## src/rtl/ss_adc_scan_ctrl.sv

```systemverilog
// ss_adc_scan_ctrl: round-robin conversion sequencer for a shared single-slope ADC ramp
module ss_adc_scan_ctrl #(
  parameter int WIDTH = 8,
  parameter int NUM_CH = 4,
  parameter int SETTLE_CYCLES = 4,
  parameter int DRAIN_CYCLES = 2,
  localparam int CW = NUM_CH > 1 ? $clog2(NUM_CH) : 1
) (
  input  logic              clk,
  input  logic              rst_n,
  input  logic              run,
  input  logic [NUM_CH-1:0] ch_mask,
  input  logic              comp,
  input  logic [WIDTH-1:0]  count_true,
  output logic [WIDTH-1:0]  counter,
  output logic              ramp_rst,
  output logic              ramp_en,
  output logic              sampler_rst,
  output logic [CW-1:0]     ch_sel,
  output logic              res_valid,
  input  logic              res_ready,
  output logic [WIDTH-1:0]  res_data,
  output logic [CW-1:0]     res_ch,
  output logic              res_ovr,
  output logic              busy
);
  localparam int CNTW = $clog2((SETTLE_CYCLES > DRAIN_CYCLES ? SETTLE_CYCLES : DRAIN_CYCLES) + 1);
  localparam logic [WIDTH-1:0] MAX = '1;
  typedef enum logic [2:0] {IDLE, SETTLE, RAMP, DRAIN, OUTPUT} state_t;
  state_t state;
  logic [CNTW-1:0] cnt;
  logic phase, ovr, hit;
  logic [CW-1:0] lo_ch, nx_ch, next_ch;
  always_comb begin
    lo_ch = ch_sel;
    nx_ch = '0;
    hit = 1'b0;
    for (int i = NUM_CH - 1; i >= 0; i--) begin
      if (ch_mask[i]) lo_ch = CW'(i);
      if (ch_mask[i] && i > int'(ch_sel)) begin
        nx_ch = CW'(i);
        hit = 1'b1;
      end
    end
  end
  assign next_ch = hit ? nx_ch : lo_ch;
  always_ff @(posedge clk) begin
    if (!rst_n) begin
      state <= IDLE;
      cnt <= '0;
      phase <= 1'b0;
      ovr <= 1'b0;
      counter <= '0;
      ramp_rst <= 1'b1;
      ramp_en <= 1'b0;
      sampler_rst <= 1'b1;
      ch_sel <= '0;
      res_valid <= 1'b0;
      res_data <= '0;
      res_ch <= '0;
      res_ovr <= 1'b0;
      busy <= 1'b0;
    end else begin
      case (state)
        IDLE: if (run && |ch_mask) begin
          state <= SETTLE;
          ch_sel <= lo_ch;
          cnt <= '0;
          busy <= 1'b1;
        end
        SETTLE: begin
          phase <= 1'b0;
          counter <= '0;
          if (cnt == CNTW'(SETTLE_CYCLES - 1)) begin
            state <= RAMP;
            ramp_rst <= 1'b0;
            sampler_rst <= 1'b0;
            ramp_en <= 1'b1;
          end else cnt <= cnt + 1'b1;
        end
        RAMP: begin
          phase <= ~phase;
          // comp is only trusted in phase 0; phase 1 is the sampler's reset half
          if ((!phase && comp) || (phase && counter == MAX)) begin
            state <= DRAIN;
            ovr <= phase;
            ramp_en <= 1'b0;
            cnt <= '0;
          end else if (phase) counter <= counter + 1'b1;
        end
        DRAIN: begin
          if (cnt == CNTW'(DRAIN_CYCLES - 1)) begin
            state <= OUTPUT;
            res_valid <= 1'b1;
            res_data <= ovr ? MAX : count_true;
            res_ch <= ch_sel;
            res_ovr <= ovr;
            ramp_rst <= 1'b1;
          end else cnt <= cnt + 1'b1;
        end
        OUTPUT: if (res_ready) begin
          res_valid <= 1'b0;
          sampler_rst <= 1'b1;
          counter <= '0;
          cnt <= '0;
          if (run && |ch_mask) begin
            state <= SETTLE;
            ch_sel <= next_ch;
          end else begin
            state <= IDLE;
            busy <= 1'b0;
          end
        end
        default: state <= IDLE;
      endcase
    end
  end
endmodule
```

## config.mk

```make
export PLATFORM = sky130hd
export DESIGN_NAME = ss_adc_scan_ctrl
export DESIGN_NICKNAME = d
export VERILOG_FILES = /design/src/rtl/ss_adc_scan_ctrl.sv
export SDC_FILE = /design/constraint.sdc
export NUM_CORES = 1
export LEC_CHECK = 0
export ABC_AREA = 1
export ABC_CLOCK_PERIOD_IN_PS = 1700
export CAP_MARGIN = 20
export CORE_ASPECT_RATIO = 1.4
export CORE_MARGIN = 2
export CORE_UTILIZATION = 31
export CTS_CLUSTER_SIZE = 25
export DETAILED_ROUTE_END_ITERATION = 7
export GPL_TIMING_DRIVEN = 0
export PLACE_DENSITY_LB_ADDON = 0.08
export SYNTH_ARGS = -nofsm -noshare
export SYNTH_HDL_FRONTEND = slang
export SYNTH_SLANG_ARGS = --single-unit
```

## constraint.sdc

```tcl
create_clock -name clk -period 1.7 [get_ports clk]
set_input_delay 0.34 -clock clk [delete_from_list [all_inputs] [get_ports clk]]
set_output_delay 0.34 -clock clk [all_outputs]
set_load 0.01 [all_outputs]
```

==> results of run 1 <==
how the worst max path moves through the flow:
stage	start	end	slack (ns)	cells after the start
after floorplan	counter[0]$_SDFFE_PN0P_	counter[5]$_SDFFE_PN0P_	0.21	9
after global placement	ch_mask[3]	cnt[1]$_SDFFE_PN0P_	-0.11	11
after detailed placement	ch_mask[3]	cnt[1]$_SDFFE_PN0P_	-0.14	11
after CTS	counter[0]$_SDFFE_PN0P_	cnt[1]$_SDFFE_PN0P_	0.006	9
after global routing	counter[0]$_SDFFE_PN0P_	counter[5]$_SDFFE_PN0P_	-0.008	9
final	counter[3]$_SDFFE_PN0P_	counter[3]	0.09	1
state kept, by name, indices dropped and copies added (netlist names):
name,flops
phase,1
res_ovr,1
ovr,1
cnt,3
ch_sel,2
ramp_en,1
busy,1
res_data,8
ramp_rst,1
sampler_rst,1
state,3
res_ch,2
counter,8
res_valid,1
routing by layer:
metal  up-vias  global-route usage [%]  part of all wire [%]
met5         -                       0                     0
met4         0                    4.50                   1.2
met3         6                    4.89                   6.3
met2        43                    28.3                    52
met1       812                    17.1                    41
li1        943                       -                     -
power by group through the flow:
stage / Combinational (W) / Sequential (W) / Clock [W]
2_1_floorplan: 0.000783 / 0.00101 / 0
3_3_place_gp: 0.00111 / 0.00101 / 0
3_5_place_dp: 0.00113 / 0.00100 / 0
4_1_cts: 0.00113 / 0.000990 / 0.000766
5_1_grt: 0.00127 / 0.00101 / 0.000793
6_report: 0.00114 / 0.000993 / 0.000738
cells in the final DEF (no fill, tap or decap):
cell type and n:
a211oi_1 1, nor3b_1 2, ha_1 3, clkbuf_8 5, o21ai_1 1, bufinv_16 1
nor2_2 6, clkdlybuf4s50_1 41, nand3_2 3, buf_4 1, nand3_4 1, nand2_2 6
xor2_1 1, o211a_1 1, inv_1 22, nand2_1 45, inv_2 5, nand2_4 3
nor2_1 38, nor2_4 2, nor4_1 1, o22ai_1 1, buf_6 1, a21oi_1 20
dfxtp_2 3, nand3_1 24, clkinv_2 2, clkbuf_1 4, nor2_8 1, buf_2 1
dfxtp_1 31, o21bai_1 1, ha_2 1, nor3_1 8, o21ai_0 20, or2_2 3
cells by family after synthesis:
group,count (synthesis),synth area share (%)
and+or+nand+nor,143,38.2
buffers and inverters,34,7.76
adders and majority gates,4,2.77
DFF,34,37.7
xor gates and xnor gates,1,0.485
AOI/OAI and AO/OA,45,13.1
cell type report:
class | count | area [µm²] | area share [%]
plain buffers | 7 | 38.8 | 1.59
clock buffers | 5 | 68.8 | 2.82
clock inverters | 3 | 40.0 | 1.64
inverters | 27 | 101 | 4.16
multi-input cells | 193 | 1010 | 41.4
flip-flops and latches | 34 | 684 | 28.1
well taps | 68 | 85.1 | 3.49
repair buffers | 41 | 410 | 16.8
through the flow:
step                      cell area (µm²)  setup slack [ns]
after floorplan                      1810             0.207
after global placement               2300            -0.114
after detailed placement             2300            -0.140
after CTS                            2410           0.00608
after global routing                 2440          -0.00833
final                                2440            0.0909
repair_timing:
item | CTS | global route
gates resized for setup | 0 | 10
setup buffers | 0 | 0
hold endpoints to repair | 0 | 0
endpoints found under the setup margin | 0 | 17
==> run metrics, run 1 <==
outcome complete, no violations; post-synthesis register bit count 34; Starting Density 32.5%; Max FO, Critical Path 5; GRT Util Overall 15.7%; Vias 1804; WP buf/inv 1; WHS Endpoint res_data[1]$_SDFFE_PN0N_; critical path startpoint category flop; Slowest-stage cell, CP clkdlybuf4s50_1; Post-CTS Hold Buffers 0; Setup CP Type reg2out; Async S/R FF share, synth 0%; reg2reg start counter[0]$_SDFFE_PN0P_; Int Power 0.00177 W; Post-Place Cells 370; synthesized area 0.00181 mm²; synthesis-to-finish area growth 34.9%; hold slack 0.432 ns; Fin. Hold Viols 0; Slew headroom 63.0%; final non-filler cell total 378; top-area cell type share of the netlist area 37.7%; top cells by count, synth nand2_1, nor2_1, dfxtp_1; Hold Path Cell Cnt 3; fmax 621 MHz; Post-synth EDFFs 0; max-slew violation count 0; worst hold path class in2reg; PD cells 1180 mW/mm²; antenna violations before repair 0; actual slew at the worst max-slew pin 0.554 ns; FF-to-FF path depth 9; Leak Pwr 0.997 nW; maximum VDD drop 0.564 mV; largest delay contributor family on the critical path buffers and inverters; FF-to-FF End counter[5]$_SDFFE_PN0P_; syn nets 282; pin count of the biggest net entering global routing 12; CP Capture Type output pin; CTS tree built; Avg Vias per Cell 4.77; fraction of layout cells with a size suffix above 1 14.5%; sequential area share after synthesis 37.7%; worst-skew pair later-pin latency 0.29 ns; CTS Root Cell clkbuf_8; DRC 0; clock power share 25.7%; # IOs 43; syn_area_per_cell 6.92 µm²; overall power 0.00287 W; GP Congestion 0.838; area of the die 0.00646 mm²; Synth Instances 261; Synth cell types 28; CTS buffer count 5; Core Area 0.00557 mm²; # port buffers 41; WP data arrival 1.27 ns; Fillers 603; logic gate share of total power 39.7%; Core Util, Final 43.8%; most instantiated library cell after synthesis nand2_1; largest cells by area after synthesis dfxtp_1, nand2_1, nor2_1; Yosys warning count 0; R2R Setup Slk 0.14 ns; Sink Count 34; Setup TNS 0 ns; crit path cell chain clkdlybuf4s50_1; ant diodes 0; H-tree depth 2; Total Routed Length 4.58 mm; chip width 68.5 µm; Initial DRC Count 42; cell taking the most area after synthesis dfxtp_1; Final Critical Period 1.61 ns; Reg power frac 34.6%; drt pass-1 iters 4; net switching power 0.00110 W; sw frac 38.3%; FP Rows 32; Hold Path Origin rst_n; clock skew 0.00805 ns; crit share post-route 94.7%; vias in the first global route 1687; Clock Pin Slew Worst Setup and Hold Paths 0.07 ns; drt wl/cell 12.1 µm; Clock Tree Buf Depth 2; Setup violations, final 0; maxcap violations 0; DP HPWL 3.49 mm; post-route ant nets 0; ys flop type dfxtp_1; Nets 330; grt total ovfl 0; Crit path largest cell delay 0.57 ns; first-pass GRT wire length 7.67 mm; Critical Path RT 1.36 ns; Die Y 94.3 µm
(Power assumes the default switching activity.)
==> run 2: changes to the inputs <==
- REMOVE_ABC_BUFFERS: default -> 1
==> run 2 against run 1 <==
Net effect:
- fmax down 0.43%
- non-clock buffer count shrank 2
- design area up 1.2%
- largest cell class unchanged
- die area unchanged
- register-to-register slack gained 0.03 ns
- critical path depth did not move
- clock power shrank 4.9%
- worst hold slack better by 0.031 ns
- clock skew shrank 0.00096 ns
==> run metrics, run 2 (synthesis results as in run 1) <==
outcome complete, no violations (unchanged); Slowest-stage cell, CP clkdlybuf4s50_1 (unchanged); Total Routed Length 4.57 mm (was 4.58 mm); actual slew at the worst max-slew pin 0.704 ns (was 0.554 ns); Sink Count 34 (unchanged); Max FO, Critical Path 5 (unchanged); most common cell after layout, fill and taps aside nand2_1 (unchanged); Initial DRC Count 35 (was 42); clock skew 0.00709 ns (was 0.00805 ns); PD cells 1150 mW/mm² (was 1180 mW/mm²); Avg Vias per Cell 4.68 (was 4.77); area of the die 0.00646 mm² (unchanged); DP HPWL 3.39 mm (was 3.49 mm); worst hold path class reg2reg (was in2reg); CTS tree built (unchanged); Setup violations, final 0 (unchanged); Clock Tree Buf Depth 2 (unchanged); crit share post-route 95.1% (was 94.7%); Largest regs counter (8), res_data (8) (unchanged); WP buf/inv 1 (unchanged); first-pass GRT wire length 7.70 mm (was 7.67 mm); Crit path largest cell delay 0.57 ns (about the same); top sig layer met4 (unchanged); largest delay contributor family on the critical path buffers and inverters (unchanged); chip width 68.5 µm (unchanged); drt wl/cell 12.2 µm (was 12.1 µm); Core Area 0.00557 mm² (unchanged); crit path cell chain clkdlybuf4s50_1 (unchanged); H-tree depth 2 (unchanged); Vias 1760 (was 1804); CTS Root Cell clkbuf_8 (unchanged); post-route ant nets 0 (unchanged); FP Rows 32 (unchanged); DRC 0 (unchanged); critical path startpoint category flop (unchanged); ant diodes 0 (unchanged); # IOs 43 (unchanged); maxcap violations 0 (unchanged); Critical Path RT 1.36 ns (about the same); drt pass-1 iters 4 (unchanged); Fillers 598 (was 603); CP Capture Type output pin (unchanged); maximum VDD drop 0.511 mV (was 0.564 mV); grt total ovfl 0 (unchanged); vias in the first global route 1710 (was 1687); GP Congestion 0.805 (was 0.838); Nets 328 (was 330); Starting Density 32.5% (unchanged); RSZ-0062 raised after global routing false; Die Y 94.3 µm (unchanged); Clock Pin Slew Worst Setup and Hold Paths 0.07 ns (about the same); WP data arrival 1.28 ns (was 1.27 ns); Leak Pwr 1.00 nW (was 0.997 nW); Setup CP Type reg2out (unchanged); # port buffers 42 (was 41); Slew headroom 53.0% (was 63.0%); hold slack 0.462 ns (was 0.432 ns); max-slew violation count 0 (unchanged); antenna violations before repair 0 (unchanged); overall power 0.00283 W (was 0.00287 W); wl on met1 1.98 mm (was 1.86 mm); GRT Util Overall 15.8% (was 15.7%); synthesis-to-finish area growth 36.6% (was 34.9%); most frequent cells in the layout nand2_1, clkdlybuf4s50_1, nor2_1 (unchanged); CTS buffer count 5 (unchanged); pin count of the biggest net entering global routing 20 (was 12); worst-skew pair later-pin latency 0.29 ns (about the same); fmax 619 MHz (was 621 MHz); met2 routed WL 2.25 mm (was 2.38 mm); fraction of layout cells with a size suffix above 1 15.9% (was 14.5%); metal3 WL 267 µm (was 291 µm); Fin. Hold Viols 0 (unchanged); Final Critical Period 1.62 ns (was 1.61 ns)
## run 2: final timing paths
path	from	end	slack, ns	depth (start not counted)
worst max-delay path	counter[3]$_SDFFE_PN0P_	counter[3]	0.08	1
worst min-delay path	ramp_rst$_SDFFE_PN1P_	ramp_rst$_SDFFE_PN1P_	0.46	2
worst max register to register	counter[0]$_SDFFE_PN0P_	counter[5]$_SDFFE_PN0P_	0.17	9
worst min register to register	ramp_rst$_SDFFE_PN1P_	ramp_rst$_SDFFE_PN1P_	0.46	2
## run 2: per-stage QoR
step           std cells  worst slack (ns)  setup TNS [ns]  util [%]  cell area (µm²)
2_1_floorplan        254             0.205               0         -             1770
3_3_place_gp         364            -0.516           -6.11      40.8             2270
3_5_place_dp         364            -0.497           -6.13      40.8             2270
4_1_cts              376            0.0143               0      43.8             2440
5_1_grt              376           0.00360               0      44.3             2470
6_report             376            0.0839               0      44.3             2470
## run 2: power by group
group          switching [W]  internal [W]  total [W]
sequential          0.000129      0.000907    0.00104
combinational       0.000673      0.000420    0.00109
clock               0.000293      0.000409   0.000702
## run 2: routing by layer
metal	track usage [%]	up-vias
met5	0	-
met3	4.53	6
li1	-	936
met1	18.0	775
met4	6.00	0
met2	27.2	43
## run 2: final cells by class
type                    count  area, µm²  area share [%]
repair buffers             46        462            18.7
flip-flops and latches     34        689            27.9
well taps                  68       85.1            3.45
clock buffers               8        110            4.46
multi-input cells         193       1020            41.2
inverters                  27        105            4.26
## run 2: what timing repair did
action | in CTS | in global routing
endpoints found under the setup margin | 18 | 17
hold buffers | 0 | 0
buffers inserted | 4 | 0
resized for setup | 4 | 12
hold endpoints to repair | 0 | 0
gates cloned | 0 | 0
==> run 3: changes to the inputs <==
- ABC_CLOCK_PERIOD_IN_PS: 1700 -> default
==> results of run 3 <==
Same layout as run 2: the final DEF is identical, and so are final timing and power.
==> RTL change 1 (settings of run 3) <==
`DRAIN_CYCLES`: 2 -> 4.
--- a/src/rtl/ss_adc_scan_ctrl.sv
+++ b/src/rtl/ss_adc_scan_ctrl.sv
@@ -5,3 +5,3 @@
   parameter int SETTLE_CYCLES = 4,
-  parameter int DRAIN_CYCLES = 2,
+  parameter int DRAIN_CYCLES = 4,
   localparam int CW = NUM_CH > 1 ? $clog2(NUM_CH) : 1
Check against the original RTL: not equivalent (Yosys sat finds a counterexample within 10 cycles, from zero or initial values and one cycle with rst_n low).
==> RTL change 1 against run 3 <==
Design area shrank 2.3%. Sequential cell count stayed put. Setup slack got worse by 0.025 ns. Synthesized cell count is 1.5% lower. Synthesized area is 2.9% lower. Total power is 0.51% lower. Non-clock buffer count down 2. Routed wire length grew 1.9%. Critical endpoint is now counter[4].
==> RTL change 1: results (changes against run 3) <==
crit share post-route=96.5% (+1.4 points); worst r2r dst=cnt[1]$_SDFFE_PN0P_; Routability Congestion=0.786 (-2.3%); launch point of the critical path=counter[4]$_SDFFE_PN0P_; clock skew after layout=0.00816 ns (+0.00107 ns); final wirelength=4.66 mm (+1.9%); outcome=finished, final reports clean; final-layout fill cell count=601 (+0.50%); wire length of the first global-routing pass=7.44 mm (-3.4%); area of placed instances=2230 um2 (-1.9%); maximum number of pins on one net before global-route repair=25 (+25%); sequential-to-total area share from yosys stat=38.8% (+1.1 points); reg2reg setup slack=0.14 ns (-0.03 ns); Adder-Cell Fraction of Synth Area=2.14% (-0.63 points); post-synthesis cell type count=27 (-3.6%); data arrival at the endpoint of the critical path=1.30 ns (+0.02 ns); All-Layer GR Usage=15.4% (-0.38 points); compound-cell area share of the yosys netlist=15.7% (+2.6 points); termination of the worst setup path=counter[4]; leakage power summed over all cells=0.948 nW (-5.4%); Slew Limit Headroom=56.8% (+3.8 points); total half-perimeter wirelength after legalization and detailed placement=3.22 mm (-4.9%); Placed Instances=360 (-1.1%); post-synthesis cell count=257 (-1.5%); DR vias=1797 (+2.1%); area growth from synthesis to layout=37.4%
## RTL change 1: area by class of cell
class,instances,area share [%]
inverters,26,4.20
well taps,68,3.53
repair inverters,1,0.311
flip-flops and latches,34,28.4
clock inverters,3,1.87
repair buffers,44,18.2
multi-input cells,190,40.7
clock buffers,5,2.85
## RTL change 1: routing by layer
layer  part of all wire, %  global-route usage (%)  vias to the layer above  routed length, um
met2                    51                    26.3                       37               2400
met3                   4.0                    3.49                        8                184
met1                    43                    17.9                      817               1990
li1                      -                       -                      935                  -
met5                     0                       0                        -                  0
met4                   1.8                    6.63                        0                 84
## RTL change 1: worst min path at each step
stage | from | to | slack (ns) | cells past startpoint
4_1_cts | ramp_en$_SDFFE_PN0P_ | ramp_en$_SDFFE_PN0P_ | 0.47 | 2
3_5_place_dp | ramp_en$_SDFFE_PN0P_ | ramp_en$_SDFFE_PN0P_ | 0.45 | 2
2_1_floorplan | rst_n | sampler_rst$_SDFFE_PN1P_ | 0.42 | 1
6_report | ramp_en$_SDFFE_PN0P_ | ramp_en$_SDFFE_PN0P_ | 0.46 | 2
3_3_place_gp | sampler_rst$_SDFFE_PN1P_ | sampler_rst$_SDFFE_PN1P_ | 0.45 | 2
5_1_grt | ramp_en$_SDFFE_PN0P_ | ramp_en$_SDFFE_PN0P_ | 0.48 | 2
## RTL change 1: power breakdown
group | leakage [nW] | total (mW) | switching (mW) | internal, mW
sequential | 0.278 | 0.975 | 0.0765 | 0.899
combinational | 0.620 | 1.07 | 0.683 | 0.391
clock | 0.0504 | 0.766 | 0.330 | 0.436
total | 0.948 | 2.82 | 1.09 | 1.73
## RTL change 1: timing repair
action | in CTS | in global routing
gates cloned | 0 | 1
resized for setup | 4 | 10
endpoints found under the setup margin | 31 | 32
buffers inserted | 0 | 2
pin swaps | 0 | 1
==> RTL change 2 (config.mk and constraints of run 3) <==
Without the edit above. Encoding of `state_t`: now one-hot (5 bits for 5 states).
--- a/src/rtl/ss_adc_scan_ctrl.sv
+++ b/src/rtl/ss_adc_scan_ctrl.sv
@@ -28,3 +28,3 @@
   localparam logic [WIDTH-1:0] MAX = '1;
-  typedef enum logic [2:0] {IDLE, SETTLE, RAMP, DRAIN, OUTPUT} state_t;
+  typedef enum logic [4:0] {IDLE = 5'b00001, SETTLE = 5'b00010, RAMP = 5'b00100, DRAIN = 5'b01000, OUTPUT = 5'b10000} state_t;
   state_t state;
Check against the original RTL: no difference found for any inputs over 10 cycles, from zero or initial values and one cycle with rst_n low; not proved beyond that.
==> RTL change 2 against run 3 <==
Routed wire length is 2.8% higher. Setup slack worse by 0.0086 ns. Synthesized area is 4.6% higher. Sequential cell count is 2 higher. Cell count is 0.53% higher. Clock skew is 0.0025 ns lower. Non-clock buffer count is 2 lower. Count of clock-buffer cells in the layout is 1 lower. Critical path depth stayed put. Largest cell class unchanged. Design area is 2.0% higher.
Power is not compared: it rests on default switching activity, and its combinational part moved more than twofold at a synthesized area within 25%.
==> RTL change 2: results (changes against run 3) <==
DRC violation total after the first TritonRoute iteration=40 (+14%); buffers inserted during post-CTS setup optimization=1 (-3); worst slack on hold paths=0.465 ns (+0.00262 ns); initial antenna violation count=0 (unchanged); All-Layer GR Usage=15.2% (-0.57 points); number of warnings issued by yosys=0 (unchanged); met2 wirelength from detailed routing=2.46 mm (+9.4%); CTS Root Cell=sky130_fd_sc_hd__clkbuf_8; router iterations before antenna repair=4 (unchanged); Hold Startpoint=ramp_en$_SDFFE_PN0P_; Signal buffers=44 (-4.3%); cell at the slowest stage of the critical path=sky130_fd_sc_hd__clkdlybuf4s50_1; clock transition at the register clock pins on the worst setup and hold paths after CTS=0.07 ns (about the same); Routability Congestion=0.773 (-3.9%); post_cts resized=3 (-1); sequential share of cell area=29.1% (+1.1 points); leading cell types by count after synthesis=sky130_fd_sc_hd__nand2_1 (51), sky130_fd_sc_hd__dfxtp_1 (36), sky130_fd_sc_hd__a21oi_1 (34), sky130_fd_sc_hd__nor2_1 (29), sky130_fd_sc_hd__inv_1 (23); Adder-Cell Fraction of Synth Area=2.65% (-0.12 points); cell family with the largest share of critical-path delay=buffers and inverters; launch point of the critical path=counter[5]$_SDFFE_PN0P_; final-layout clock buffer total=7 (-1); worst r2r dst=ch_sel[0]$_SDFFE_PN0P_; Slew Limit Headroom=72.7% (+20 points); proportion of layout cells with a drive suffix above 1=13.3% (-2.6 points); largest registers ranked by flip-flop count=counter x8, res_data x8, state x5; predominant post-synthesis flop cell=sky130_fd_sc_hd__dfxtp_1; critical-path maximum fanout=6 (+1); met3 track utilization from global routing=3.94% (-0.59 points); fraction of cell area in non-clock buffers=17.3% (-1.4 points); Pint=1.30 mW; DR vias=1826 (+3.8%); number of multi-input combinational cells=192 (-0.52%); area share of the largest cell type after synthesis=38.1% (+0.45 points); clk sink count=36 (+5.9%); maximum number of pins on one net before global-route repair=28 (+40%); termination of the worst setup path=counter[5]; total half-perimeter wirelength after legalization and detailed placement=3.51 mm (+3.5%); clock skew after layout=0.00457 ns (-0.00253 ns); outcome=finished, final reports clean; worst min-delay path endpoint=ramp_en$_SDFFE_PN0P_; final-layout fill cell count=649 (+8.5%); final wirelength=4.70 mm (+2.8%); compound-cell area share of the yosys netlist=15.2% (+2.1 points); xor and xnor area share after synthesis=1.85% (+1.4 points); Metal-1 WL=1.99 mm (+0.10%); met2 track utilization from global routing=29.3% (+2.1 points); sequential-to-total area share from yosys stat=38.1% (+0.45 points); area taken by multi-input logic gates=1060 um2 (+4.2%); launching point of the worst reg2reg path=state[0]$_SDFFE_PN1P_; met1 GRT Util=16.1% (-1.9 points); non-clock inverter total of the final layout=28 (+3.7%); wire length of the first global-routing pass=8.14 mm (+5.6%); WL met3=187 um (-30%); r2r worst-path depth=7 (-2); cell depth of the worst min-delay path=2 (unchanged); leakage power summed over all cells=0.949 nW; clock tree cell share of total cell area=3.73% (-0.73 points); biggest area contributors in the synthesized netlist=sky130_fd_sc_hd__dfxtp_1 (38%), sky130_fd_sc_hd__nand2_1 (10%), sky130_fd_sc_hd__a21oi_1 (9.0%)
==> RTL change 2: kinds of logic after synthesis <==
family / after synthesis
adder cells (fa/ha/maj): 4
buffers and inverters: 34
flip-flops: 36
AO/OA/AOI/OAI: 56
AND/OR/NAND/NOR: 128
XOR/XNOR: 4
==> RTL change 2: per-stage QoR <==
step	TNS, ns	instances	instance area (um2)	setup WS, ns
detailed placement	-15.71	368	2370	-0.704
finish	0	378	2520	0.0753
floorplan	0	256	1860	0.181
global placement	-15.81	368	2370	-0.721
CTS	0	377	2480	0.0109
global route	-0.0452	378	2520	-0.0201
==> RTL change 2: power by group through the flow <==
stage | Clock (mW) | Sequential (mW) | Combinational [mW]
floorplan | 0 | 0.909 | 0.150
global placement | 0 | 0.908 | 0.250
detailed placement | 0 | 0.909 | 0.252
CTS | 0.658 | 0.890 | 0.253
global route | 0.697 | 0.891 | 0.284
finish | 0.637 | 0.886 | 0.248
